**src/rtl/clint_bus_arb_pkg.sv**
```systemverilog
`default_nettype none
//==============================================================================
// Module   : clint_bus_arb_pkg
// Brief    : Shared CLINT defines: XLEN, register map, arbiter master IDs and
//            lock FSM state encodings.
// Revision : 1.0 - initial release
//==============================================================================
package clint_bus_arb_pkg;

    localparam int XLEN = 32;

    localparam logic [XLEN-1:0] CLINT_BASE       = 32'h0200_0000;
    localparam logic [XLEN-1:0] CLINT_MSIP       = CLINT_BASE + 32'h0000_0000;
    localparam logic [XLEN-1:0] CLINT_MTIMECMP_L = CLINT_BASE + 32'h0000_4000;
    localparam logic [XLEN-1:0] CLINT_MTIMECMP_H = CLINT_BASE + 32'h0000_4004;
    localparam logic [XLEN-1:0] CLINT_MTIME_L    = CLINT_BASE + 32'h0000_BFF8;
    localparam logic [XLEN-1:0] CLINT_MTIME_H    = CLINT_BASE + 32'h0000_BFFC;

    localparam logic ARB_M0 = 1'b0;
    localparam logic ARB_M1 = 1'b1;

    typedef enum logic [1:0] {
        ST_IDLE  = 2'd0,
        ST_LOCK0 = 2'd1,
        ST_LOCK1 = 2'd2
    } lock_state_e;

endpackage
`default_nettype wire

```
**src/rtl/clint_bus_arb_rr_arb2.sv**
```systemverilog
`default_nettype none
//==============================================================================
// Module   : rr_arb2
// Brief    : Two-way round-robin picker holding the last-grant register.
// Revision : 1.0 - initial release
//==============================================================================
module rr_arb2
    import clint_bus_arb_pkg::*;
(
    input  logic       clk,
    input  logic       rst,
    input  logic [1:0] req,
    input  logic       update,
    output logic [1:0] grant
);

    logic r_last;

    always_comb begin
        grant = 2'b00;
        case (req)
            2'b01:   grant = 2'b01;
            2'b10:   grant = 2'b10;
            2'b11:   grant = (r_last == ARB_M1) ? 2'b01 : 2'b10;
            default: grant = 2'b00;
        endcase
    end

    // Reset to M1 so that M0 wins the very first contention.
    always_ff @(posedge clk or posedge rst) begin
        if (rst) begin
            r_last <= ARB_M1;
        end else if (update && (grant != 2'b00)) begin
            r_last <= grant[1] ? ARB_M1 : ARB_M0;
        end
    end

endmodule
`default_nettype wire

```
**src/rtl/clint_bus_arb.sv**
```systemverilog
`default_nettype none
//==============================================================================
// Module   : clint_bus_arb
// Brief    : Two-master arbiter onto the CLINT split read/write register port.
//            Optional master lock for atomic L/H pairs: CLINT_ARB_LOCK_EN.
// Revision : 1.0 - initial release
//==============================================================================
module clint_bus_arb
    import clint_bus_arb_pkg::*;
#(
    parameter int AW       = 32,
    parameter int DW       = 32,
    parameter int LOCK_MAX = 4
) (
    input  logic          clk,
    input  logic          rst,
    input  logic          m0_req,
    input  logic [3:0]    m0_we,
    input  logic [AW-1:0] m0_addr,
    input  logic [DW-1:0] m0_wdata,
    input  logic          m0_lock,
    output logic          m0_gnt,
    output logic          m0_rvalid,
    output logic [DW-1:0] m0_rdata,
    input  logic          m1_req,
    input  logic [3:0]    m1_we,
    input  logic [AW-1:0] m1_addr,
    input  logic [DW-1:0] m1_wdata,
    input  logic          m1_lock,
    output logic          m1_gnt,
    output logic          m1_rvalid,
    output logic [DW-1:0] m1_rdata,
    output logic          s_ena,
    output logic [AW-1:0] s_addra,
    output logic [3:0]    s_wea,
    output logic [DW-1:0] s_dina,
    output logic          s_enb,
    output logic [AW-1:0] s_addrb,
    input  logic [DW-1:0] s_doutb,
    output logic          lock_err
);

    logic [1:0]    w_block;
    logic [1:0]    w_grant;
    logic          w_xfer;
    logic          w_sel;
    logic [3:0]    w_we;
    logic [AW-1:0] w_addr;
    logic [DW-1:0] w_wdata;
    logic          w_is_rd;
    logic          r_rvalid;
    logic          r_owner;

    rr_arb2 u_rr_arb2 (
        .clk    (clk),
        .rst    (rst),
        .req    ({m1_req & ~w_block[1], m0_req & ~w_block[0]}),
        .update (w_xfer),
        .grant  (w_grant)
    );

    assign m0_gnt = w_grant[0];
    assign m1_gnt = w_grant[1];
    assign w_xfer = |w_grant;

    // With no grant w_sel is 0, so idle address/data follow master 0.
    assign w_sel   = w_grant[1];
    assign w_we    = w_sel ? m1_we    : m0_we;
    assign w_addr  = w_sel ? m1_addr  : m0_addr;
    assign w_wdata = w_sel ? m1_wdata : m0_wdata;
    assign w_is_rd = w_xfer && (w_we == 4'b0000);

    assign s_ena   = w_xfer && (w_we != 4'b0000);
    assign s_wea   = s_ena ? w_we : 4'b0000;
    assign s_addra = w_addr;
    assign s_dina  = w_wdata;
    assign s_enb   = w_is_rd;
    assign s_addrb = w_addr;

    always_ff @(posedge clk or posedge rst) begin
        if (rst) begin
            r_rvalid <= 1'b0;
            r_owner  <= ARB_M0;
        end else begin
            r_rvalid <= w_is_rd;
            if (w_is_rd) begin
                r_owner <= w_sel;
            end
        end
    end

    assign m0_rvalid = r_rvalid && (r_owner == ARB_M0);
    assign m1_rvalid = r_rvalid && (r_owner == ARB_M1);
    assign m0_rdata  = m0_rvalid ? s_doutb : '0;
    assign m1_rdata  = m1_rvalid ? s_doutb : '0;

`ifdef CLINT_ARB_LOCK_EN
    localparam int C_CNT_W = $clog2(LOCK_MAX + 1);

    lock_state_e          r_state;
    lock_state_e          w_state_nxt;
    logic [C_CNT_W-1:0]   r_cnt;
    logic [C_CNT_W-1:0]   w_cnt_nxt;
    logic                 r_lock_err;
    logic                 w_lock_err_nxt;

    always_ff @(posedge clk or posedge rst) begin
        if (rst) begin
            r_state    <= ST_IDLE;
            r_cnt      <= '0;
            r_lock_err <= 1'b0;
        end else begin
            r_state    <= w_state_nxt;
            r_cnt      <= w_cnt_nxt;
            r_lock_err <= w_lock_err_nxt;
        end
    end

    // The forced release fires on the cycle the count would reach LOCK_MAX,
    // so the other master is held off for exactly LOCK_MAX cycles.
    always_comb begin
        w_state_nxt    = r_state;
        w_cnt_nxt      = r_cnt;
        w_lock_err_nxt = 1'b0;
        case (r_state)
            ST_IDLE: begin
                if (w_grant[0] && m0_lock) begin
                    w_state_nxt = ST_LOCK0;
                    w_cnt_nxt   = '0;
                end else if (w_grant[1] && m1_lock) begin
                    w_state_nxt = ST_LOCK1;
                    w_cnt_nxt   = '0;
                end
            end
            ST_LOCK0, ST_LOCK1: begin
                if ((r_state == ST_LOCK0) ? (w_grant[0] && !m0_lock)
                                          : (w_grant[1] && !m1_lock)) begin
                    w_state_nxt = ST_IDLE;
                    w_cnt_nxt   = '0;
                end else if (r_cnt == C_CNT_W'(LOCK_MAX - 1)) begin
                    w_state_nxt    = ST_IDLE;
                    w_cnt_nxt      = '0;
                    w_lock_err_nxt = 1'b1;
                end else begin
                    w_cnt_nxt = r_cnt + 1'b1;
                end
            end
            default: begin
                w_state_nxt = ST_IDLE;
                w_cnt_nxt   = '0;
            end
        endcase
    end

    assign w_block  = {r_state == ST_LOCK0, r_state == ST_LOCK1};
    assign lock_err = r_lock_err;
`else
    logic w_unused;

    assign w_unused = &{1'b0, m0_lock, m1_lock, (LOCK_MAX > 0)};
    assign w_block  = 2'b00;
    assign lock_err = 1'b0;
`endif

endmodule
`default_nettype wire

```
**config.mk**
```make
export PLATFORM = sky130hd
export DESIGN_NAME = clint_bus_arb
export DESIGN_NICKNAME = d
export VERILOG_FILES = /design/src/rtl/clint_bus_arb_pkg.sv /design/src/rtl/clint_bus_arb_rr_arb2.sv /design/src/rtl/clint_bus_arb.sv
export SDC_FILE = /design/constraint.sdc
export NUM_CORES = 1
export LEC_CHECK = 0
export BUFFER_PORTS_ARGS = -buffer_cell sky130_fd_sc_hd__buf_4
export CORE_AREA = 2 2 135 137
export CTS_CLUSTER_DIAMETER = 100
export DETAILED_ROUTE_END_ITERATION = 10
export DIE_AREA = 0 0 137 139
export GPL_ROUTABILITY_DRIVEN = 1
export PLACE_DENSITY = 0.51
export SYNTH_ARGS = -nofsm -noshare
export SYNTH_HDL_FRONTEND = slang
export SYNTH_SLANG_ARGS = --single-unit
```
**constraint.sdc**
```tcl
create_clock -name clk -period 1.26 [get_ports clk]
set_input_delay 0.063 -clock clk [delete_from_list [all_inputs] [get_ports clk]]
set_output_delay 0.063 -clock clk [all_outputs]
set_load 0.03 [all_outputs]
```
==> qor.txt <==
Critical Path Max Stage Delay: 370 ps
ranking of synthesized cells by area: mux2_4 (47%), buf_4 (12%), and2_1 (10%), and3_1 (10%), buf_12 (7.0%)
Top FF cell, synth: dfrtp_1
gr usage total: 10.4%
Synth Warn #: 0
Tcrit/Tclk final: 133%
EDFF count, synth: 0
TritonCTS clock tree: done
Core Box Area: 17700 µm²
share of the synthesized area in the top cell type: 46.5%
number of diodes: 0
failing checks: setup timing
fin crit period: 1680 ps
Synth Cell Area: 2000 µm²
# rows: 49
setup ws final: -421 ps
hold path start: m0_req
FMAX: 0.595 GHz
post-DR wirelength/cell: 15.7 µm
Seq. cell area: 76.3 µm²
crit path kind: flop to output pin
Root Buffer: clkbuf_16
ys async rst share: 100%
CP Data Arrival Time: 1620 ps
CP endpoint kind: output pin
Max-cap violations: 0
Power Dens Cells: 629 nW/µm²
CP required: 1200 ps
DR pass1 iterations: 4
Layout area overhead: 186%
PortBufs: 341
leak pwr: 0.00302 µW
hold path depth: 3
chip height: 139 µm
1st-iter DRT viols: 64
vias in the first global route: 2663
Min-Delay Path Class: input port to flop
met3 Usage GRT: 2.70%
starting density of the core: 11.3%
Vias/cell: 3.65
Post-route DRC: 0
Fin. Hold Viols: 0
final setup violation count: 138
synthesis-stage register bit count: 3
H-tree levels: 1
r2r worst-path depth: 4
Max VDD drop: 0.000314 V
pin count of the biggest net entering global routing: 34
Worst-path clk slew: 30 ps
met1 Use GR: 10.5%
CP Cell Sequence: a21boi_4, buf_12, mux2_4, buf_4
via count: 2749
Worst Hold End: u_rr_arb2.r_last
layout cells sized above 1: 93.7%
routed wire length: 11900 µm
# IOs: 345
first-pass GRT wire length: 15300 µm
synthesized net count: 376
sequential element share of the synthesized area: 3.81%
worst hold margin: 152 ps
area leader, netlist: mux2_4
die footprint: 19000 µm²
gpl congestion: 0.724
finished layout cell area: 5720 µm²
multi-input logic area: 1700 µm²
fillcell total: 1859
Crit path max-delay family: buffers and inverters
Num CTS Buffers: 3
reg2reg end: r_rvalid
status: complete, but fails checks
CP bufs+invs: 2
DP Area: 4710 µm²
total gr overflow: 0
mean cell area of the mapped netlist: 9.90 µm²
post-synthesis cell count: 202
GRT busiest layer: met2
initial antenna violation count: 0
Clock Sinks: 3
RR Startpoint: u_rr_arb2.r_last
die width: 137 µm
Final nets: 700
post-synth cell types: 22
Worst path slowest cell: dfstp_2
post-route antenna net violation count: 0
RSZ-0062 raised after global routing: yes
clock skew: 3.04 ps
fin. max-slew vios: 0
setup slack, reg-to-reg: -60 ps
met2 Usage GRT: 21.1%
number of buffers on the longest clock path: 2
Startpoint Class: flop
post-DP HPWL: 9580 µm
CP max FO: 33
Worst-Skew Late Latency: 220 ps
==> layout by cell type (no fill, tap or decap), drive strengths merged, types with 2 or more instances in the layout <==
cell type and count:
and3 32, inv 3, clkbuf 6, dfrtp 2, mux2 64, nor4 2
a21oi 2, buf 366, a22o 5, and2 33
==> how the worst max path moves through the flow <==
stage / from / end / slack, ps / depth (start not counted)
global route: u_rr_arb2.r_last / s_addra[30] / -480 / 4
CTS: u_rr_arb2.r_last / s_addra[15] / -440 / 5
finish: u_rr_arb2.r_last / s_addrb[30] / -420 / 4
global placement: u_rr_arb2.r_last / s_addra[24] / -210 / 5
detailed placement: u_rr_arb2.r_last / s_addrb[24] / -220 / 5
floorplan: u_rr_arb2.r_last / s_addrb[0] / -190 / 5
==> registers in the layout, indices dropped and copies added, names as in the netlist <==
| register | flops |
|---|---|
| u_rr_arb2.r_last | 1 |
| r_rvalid | 1 |
| r_owner | 1 |
==> kinds of logic after synthesis <==
family | after synthesis | synth area share [%]
AND/OR/NAND/NOR | 70 | 21.9
AO/OA/AOI/OAI | 10 | 3.81
multiplexers | 64 | 47.7
flip-flops | 3 | 3.82
other | 1 | 0.187
buffers and inverters | 54 | 22.6
==> metal layers <==
metal	up-vias	part of all wire (%)
li1	1318	-
met4	0	0.73
met1	1268	33
met2	155	57
met3	8	9.5
met5	-	0
==> cell type report <==
type | instances | area share, %
Timing Repair Buffer | 369 | 62.3
Multi-Input combinational cell | 145 | 29.6
Tap cell | 229 | 5.01
Clock buffer | 4 | 1.38
Sequential cell | 3 | 1.33
Inverter | 4 | 0.372
==> where the power goes <==
part	internal (µW)	switching, µW	total (µW)
registers	115	13.4	129
logic	1550	1420	2970
clock network	417	83.6	501
total	2090	1510	3600
==> repair_timing <==
item | in CTS | in global routing
pin swaps | 6 | 39
buffers inserted | 0 | 3
cloned | 0 | 4
endpoints found under the hold margin | 3 | 0
hold buffers | 1 | 0
gates resized for setup | 108 | 127
setup endpoints to repair | 140 | 161
==> cell usage after synthesis, types with 2 or more instances <==
cell type,number
buf_4,33
inv_1,4
mux2_4,62
and3_1,32
dfrtp_1,2
and2_1,33
mux2_2,2
a21oi_1,2
buf_12,7
clkbuf_1,8
nor4_1,2
a22o_1,5
==> worst register-to-register path, stage by stage, from the launching register on <==
cell	delay (ps)
dfstp_2	370
or2b_1	240
nand2_2	110
clkinvlp_4	200
a22o_4	280
==> stage by stage <==
stage                     total power [µW]  util, %  setup TNS (ps)  instances  setup WS, ps
after floorplan                       1810        -           -8370        202          -188
after global placement                2700     26.7          -18270        743          -206
after detailed placement              2700     26.7          -18950        743          -217
after CTS                             3450     29.5          -46450        748          -443
after global routing                  3780     32.4          -53210        754          -480
final                                 3600     32.4          -45470        754          -421
No activity file was read; power rests on OpenSTA's default activity.
